### config.mk
export PLATFORM = sky130hd
export DESIGN_NAME = fifo_sync_gen
export DESIGN_NICKNAME = d
export VERILOG_FILES = /design/src/rtl/fifo_sync_gen.sv
export SDC_FILE = /design/constraint.sdc
export NUM_CORES = 1
export LEC_CHECK = 0
export CAP_MARGIN = 30
export CORE_UTILIZATION = 54
export DETAILED_ROUTE_END_ITERATION = 12
export GPL_TIMING_DRIVEN = 1
export PLACE_DENSITY = 0.74
export SKIP_CTS_REPAIR_TIMING = 1
export SLEW_MARGIN = 10
export SYNTH_ARGS = -nofsm -noshare
export SYNTH_HDL_FRONTEND = slang
export SYNTH_SLANG_ARGS = --single-unit
### constraint.sdc
create_clock -name clk_i -period 2.8 [get_ports clk_i]
set_input_delay 0.56 -clock clk_i [delete_from_list [all_inputs] [get_ports clk_i]]
set_output_delay 0.56 -clock clk_i [all_outputs]
set_load 0.01 [all_outputs]
### src/rtl/fifo_sync_gen.sv
// rtl/fifo_sync_gen.sv - parametrised single-clock FIFO with occupancy count, flush and error pulses
// Define FIFO_SYNC_GEN_FWFT_EN for first-word-fall-through read data instead of a registered read.
module fifo_sync_gen #(
   parameter int WIDTH     = 8,
   parameter int DEPTH     = 16,
   parameter int PTR_WIDTH = 4,
   parameter int AF_THRESH = 14,
   parameter int AE_THRESH = 2
) (
   input  logic                 clk_i,
   input  logic                 rst_i,
   input  logic                 flush_i,
   input  logic                 wr_en_i,
   input  logic [WIDTH-1:0]     wdata_i,
   output logic                 full_o,
   output logic                 almost_full_o,
   output logic                 wr_error_o,
   input  logic                 rd_en_i,
   output logic [WIDTH-1:0]     rdata_o,
   output logic                 empty_o,
   output logic                 almost_empty_o,
   output logic                 rd_error_o,
   output logic [PTR_WIDTH:0]   count_o
);

   localparam logic [PTR_WIDTH:0] PTR_ONE = {{PTR_WIDTH{1'b0}}, 1'b1};
   localparam logic [PTR_WIDTH:0] AF_LVL  = AF_THRESH[PTR_WIDTH:0];
   localparam logic [PTR_WIDTH:0] AE_LVL  = AE_THRESH[PTR_WIDTH:0];

   logic [WIDTH-1:0]     mem_q [DEPTH];
   logic [PTR_WIDTH:0]   wr_ptr_q, wr_ptr_d;
   logic [PTR_WIDTH:0]   rd_ptr_q, rd_ptr_d;
   logic                 wr_err_q, wr_err_d;
   logic                 rd_err_q, rd_err_d;
   logic [PTR_WIDTH-1:0] wr_addr, rd_addr;
   logic                 wr_accept, rd_accept;

   assign wr_addr = wr_ptr_q[PTR_WIDTH-1:0];
   assign rd_addr = rd_ptr_q[PTR_WIDTH-1:0];

   // Flags look only at registered pointers, never at the request inputs.
   assign empty_o        = (wr_ptr_q == rd_ptr_q);
   assign full_o         = (wr_addr == rd_addr) && (wr_ptr_q[PTR_WIDTH] != rd_ptr_q[PTR_WIDTH]);
   assign count_o        = wr_ptr_q - rd_ptr_q;
   assign almost_full_o  = (count_o >= AF_LVL);
   assign almost_empty_o = (count_o <= AE_LVL);
   assign wr_error_o     = wr_err_q;
   assign rd_error_o     = rd_err_q;

   always_comb begin
      wr_accept = wr_en_i && !full_o && !flush_i;
      rd_accept = rd_en_i && !empty_o && !flush_i;
      wr_ptr_d  = wr_ptr_q;
      rd_ptr_d  = rd_ptr_q;
      wr_err_d  = 1'b0;
      rd_err_d  = 1'b0;
      if (flush_i) begin
         wr_ptr_d = '0;
         rd_ptr_d = '0;
      end else begin
         if (wr_accept) wr_ptr_d = wr_ptr_q + PTR_ONE;
         if (rd_accept) rd_ptr_d = rd_ptr_q + PTR_ONE;
         wr_err_d = wr_en_i && full_o;
         rd_err_d = rd_en_i && empty_o;
      end
   end

   always_ff @(posedge clk_i or posedge rst_i) begin
      if (rst_i) begin
         wr_ptr_q <= '0;
         rd_ptr_q <= '0;
         wr_err_q <= 1'b0;
         rd_err_q <= 1'b0;
      end else begin
         wr_ptr_q <= wr_ptr_d;
         rd_ptr_q <= rd_ptr_d;
         wr_err_q <= wr_err_d;
         rd_err_q <= rd_err_d;
      end
   end

   // Storage is deliberately left out of reset.
   always_ff @(posedge clk_i) begin
      if (wr_accept) mem_q[wr_addr] <= wdata_i;
   end

`ifdef FIFO_SYNC_GEN_FWFT_EN
   assign rdata_o = mem_q[rd_addr];
`else
   logic [WIDTH-1:0] rdata_q, rdata_d;

   always_comb begin
      rdata_d = rdata_q;
      if (rd_accept) rdata_d = mem_q[rd_addr];
   end

   always_ff @(posedge clk_i or posedge rst_i) begin
      if (rst_i) rdata_q <= '0;
      else       rdata_q <= rdata_d;
   end

   assign rdata_o = rdata_q;
`endif

endmodule

# Word level (Yosys, flattened, before mapping)
# Memories as Yosys holds them, arrays and structs flattened. A register that Yosys moved wholly into a read port is not among the register bits.
# Cells that the tools add are included.
[word_totals]
register_bits = 12
mem_bits_rw = 128
in_bits = 13
output_inout_bits = 19
wordCells = 33
memories = 1
[memory_table]
columns = ["memory", "depth", "word_bits", "rd", "rd_clocked_by_memory_dff", "wr", "line", "source"]
rows = [
  ["mem_q", 16, 8, 1, 1, 1, "30", "logic [WIDTH-1:0] mem_q [DEPTH];"],
]
[op_classes]
add_sub_neg = 3
order_cmp = 2
n_eq_ne = 3
mux = 8
n_reduce_logical = 12
[ops]
columns = ["cell", "n"]
rows = [
  ["$mux 5", 4],
  ["$add 5x1->5 const B", 2],
  ["$logic_and 1x1->1", 7],
  ["$eq 5x5->1", 1],
  ["$ge 5x4->1 const B", 1],
  ["$le 5x2->1 const B", 1],
  ["$sub 5x5->5", 1],
  ["$eq 4x4->1", 1],
  ["$mux 1", 4],
  ["$reduce_bool 2->1", 2],
  ["$logic_not 1->1", 3],
  ["$ne 1x1->1", 1],
]

# Longest topological paths before layout
[logic_depth]
depth_word = 7
ltp_mapped = 9
ltp_nobuf = 8

# Least setup slack after synthesis
# No wires, ideal clock.
[synth_timing]
kind = "reg2reg"
from = "reg rd_ptr_q[1]"
to = "mem mem_q[3][0], enable pin"
setup_time_ps = 383
t_arrival_ps = 2397
required_ps = 2417
setup_slack_ps = 20
stages_incl_launch_ff = 9
n_path_buf = 2
period_less_slack_ps = 2780
path_cell_list = "dfrtp_1 buf_6 buf_4 inv_1 ha_1 and4_1 a21oi_1 nand2_1 nor3_1"
[synth_between]
elab_chain_len = 7
[synth_lines]
columns = ["item", "line", "source"]
rows = [
  ["from (decl)", "32", "logic [PTR_WIDTH:0] rd_ptr_q, rd_ptr_d;"],
  ["from (signal assigned)", "76", "rd_ptr_q <= rd_ptr_d;"],
  ["$eq 4x4->1", "43", "assign full_o = (wr_addr == rd_addr) && (wr_ptr_q[PTR_WIDTH] != rd_ptr_q[PTR_WIDTH]);"],
  ["$logic_and 1x1->1", "43", ""],
  ["$logic_not 1->1", "51", "wr_accept = wr_en_i && !full_o && !flush_i;"],
  ["$logic_and 1x1->1 (2 in a row)", "51", ""],
  ["$mux 1", "84", "if (wr_accept) mem_q[wr_addr] <= wdata_i;"],
  ["$mux 1 (implied by the code)", "84", ""],
  ["to (decl)", "30", ""],
]
# Every way passes these cells.

# Final worst setup path
[layout_timing]
from = "reg wr_ptr_q[0]"
to = "out almost_empty_o"
[layout_between]
elab_chain_len = 2
[layout_lines]
columns = ["item", "line", "source"]
rows = [
  ["from (decl)", "31", "logic [PTR_WIDTH:0] wr_ptr_q, wr_ptr_d;"],
  ["from (signal assigned)", "75", "wr_ptr_q <= wr_ptr_d;"],
  ["$sub 5x5->5", "44", "assign count_o = wr_ptr_q - rd_ptr_q;"],
  ["$le 5x2->1", "46", "assign almost_empty_o = (count_o <= AE_LVL);"],
  ["to (decl)", "21", "output logic almost_empty_o,"],
]
# Every way passes these cells.

==> results_dict.tcl <==
set metrics [dict create \
    clkSinkCount 148 \
    worstPathArrival_ps 2310 \
    track_usage_pct 23.8 \
    hold_path_class "reg2reg" \
    tritoncts "done" \
    clkTransAtPathRegs_ps 60 \
    final_area_um2 7340 \
    synth_nets 403 \
    antenna_found_initial 0 \
    fin_setup_tns_ps -71.8 \
    vias 3581 \
    critPathLaunchType "flop" \
    ir_drop_v 0.000440 \
    rows 38 \
    first_iter_violations 369 \
    drv_cap 0 \
    ys.flop_type "edfxtp_1" \
    top_layer "met4" \
    post_drt_wl_per_cell_um 21.1 \
    power.total_uw 5520 \
    post_dp_cell_area_um2 6730 \
    power_density_nw_per_um2 752 \
    grt_setup_unrepaired "true" \
    numCtsBuffers 17 \
    drt_wl_total_um 12700 \
    coreArea_um2 10900 \
    synth_cell_type_count 43 \
    grt-ovfl-total 0 \
    grt_pass1_wl_um 19700 \
    ant_nets 0 \
    root_buffer "clkbuf_16" \
    ios 32 \
    place_ws_ps -131 \
    slew_headroom_pct 44.2 \
    die_h_um 109 \
    wl_met1_um 5150 \
    finalSetupViolations 1 \
    dp_hpwl_um 7900 \
    tightest_slew_ps 836 \
    initial_core_util_pct 56.1 \
    finalMaxSlewViolations 0 \
    fin_nets 473 \
    place.gp.congestion 0.781 \
    synth_warnings 0 \
    place_inst 566 \
    avgSynthCellArea_um2 16.1 \
    failed_checks "negative setup slack" \
    clk_latency_ps 410 \
    synth_edf_count 128 \
    route.met2.wl_um 6340 \
    area_growth_pct 19.8 \
    leakagePower_uw 0.00251 \
    r2r_slack_ps 430 \
    final_cells 603 \
    grt_pass1_vias 3598 \
    grt_max_degree 32 \
    multi_input_area_um2 1660 \
    clock_skew_ps 7.64 \
    drive_above_1_share_pct 18.8 \
    fmax_ghz 0.348 \
    worstSetupPathType "reg2out" \
    fillers 742 \
    synth_area_um2 6130 \
    io_buffer_count 31 \
    critical_path.max_fanout 3 \
    clock_path_buffers 2 \
    synth_cells 380 \
    worstPathRequired_ps 2240 \
    drcViolationCount 0 \
    setup_slack_ps -71.8 \
    cts-htree-levels 4 \
    hold_violations 0 \
    layout_commonest_cell "edfxtp_1" \
    ys_seq_area_share_pct 70.9 \
    die_w_um 109 \
    final_cell_mix "edfxtp_1 (128), mux2i_1 (50), nor2_1 (38), buf_4 (37), clkdlybuf4s50_1 (26)" \
    diodes 0 \
    fp.dieArea_um2 11800 \
    period_share_pct 103 \
    seqCellArea_um2 4340 \
    synthArstFlopShare_pct 13.5 \
    status "finished with violations" \
    first_pass_iters 5 \
    via_per_inst 5.94 \
    fin_crit_ps 2870 \
    wl_met3_um 878 \
    ys_seq_elements 148 \
    end_kind "output pin" \
]
state kept, by name, indices dropped and copies added, names as in the netlist:
signal      flops
mem_q         128
rdata_o         8
wr_ptr_q        5
rd_error_o      1
wr_error_o      1
rd_ptr_q        5
synth_stat cells (all sizes together) (7+ instances only):
library cell | n | area share (%)
clkbuf | 7 | 0.92
inv | 9 | 0.55
mux2i | 50 | 8.2
mux4 | 8 | 2.9
a31oi | 8 | 0.82
o22ai | 16 | 1.6
edfxtp | 128 | 63
ha | 9 | 1.8
nor2 | 38 | 2.3
o21ai | 14 | 1.2
dfrtp | 20 | 8.2
a221oi | 8 | 1.1
buf | 10 | 1.2
cell type report:
| class | count | share of cell area (%) |
|---|---|---|
| Clock inverter | 5 | 0.682 |
| Inverter | 9 | 0.460 |
| Sequential cell | 148 | 59.2 |
| Tap cell | 140 | 2.39 |
| Timing Repair Buffer | 68 | 7.96 |
| Clock buffer | 27 | 6.71 |
| Multi-Input combinational cell | 206 | 22.6 |
cell families (layout without fill, tap and decap cells):
| logic type | after synthesis | in the layout | share of synthesized area, % |
|---|---|---|---|
| adder cells (fa/ha/maj) | 10 | 10 | 2.16 |
| AO/OA/AOI/OAI | 60 | 60 | 6.37 |
| XOR/XNOR | 9 | 9 | 1.53 |
| buffers and inverters | 26 | 109 | 2.65 |
| AND/OR/NAND/NOR | 69 | 69 | 5.31 |
| flip-flops | 148 | 148 | 70.9 |
| multiplexers | 58 | 58 | 11.1 |
stage by stage:
stage	utilization (%)	hold WS, ps
final	67.1	560
after floorplan	-	524
after detailed placement	61.5	557
after global routing	67.1	587
after CTS	66.5	569
after global placement	61.5	546
routing by layer:
layer | up-vias | track usage, %
li1 | 1609 | -
met1 | 1792 | 32.3
met2 | 151 | 37.5
met3 | 29 | 5.49
met4 | 0 | 9.27
met5 | - | 0
critical path, stage by stage, from the launching register on:
cell	delay, ps
dfrtp_1	380
inv_2	80
ha_4	130
inv_2	40
fa_2	380
a21o_1	170
a21oi_2	180
xnor2_2	110
buf_4	140
a211oi_2	140
buf_2	160
path summary, 6_finish.rpt:
path	startpoint	endpoint	cells after the start
worst max-delay path	wr_ptr_q[0]$_DFFE_PP0P_	almost_empty_o	10
worst min-delay path	rdata_o[5]$_DFFE_PP0P_	rdata_o[5]$_DFFE_PP0P_	2
worst max register to register	wr_ptr_q[1]$_DFFE_PP0P_	mem_q[0][5]$_DFFE_PP_	7
worst min register to register	rdata_o[5]$_DFFE_PP0P_	rdata_o[5]$_DFFE_PP0P_	2
max in group asynchronous	rst_i	rdata_o[7]$_DFFE_PP0P_	2
min in group asynchronous	rst_i	rd_error_o$_DFF_PP0_	2
report_power, final:
part	switching, uW	leakage (uW)	internal, uW	total, uW
Combinational	471	0.000840	447	918
Sequential	50.9	0.00141	2480	2530
Clock	784	0.000269	1290	2070
Note: power is estimated with default switching activity, not from simulation.
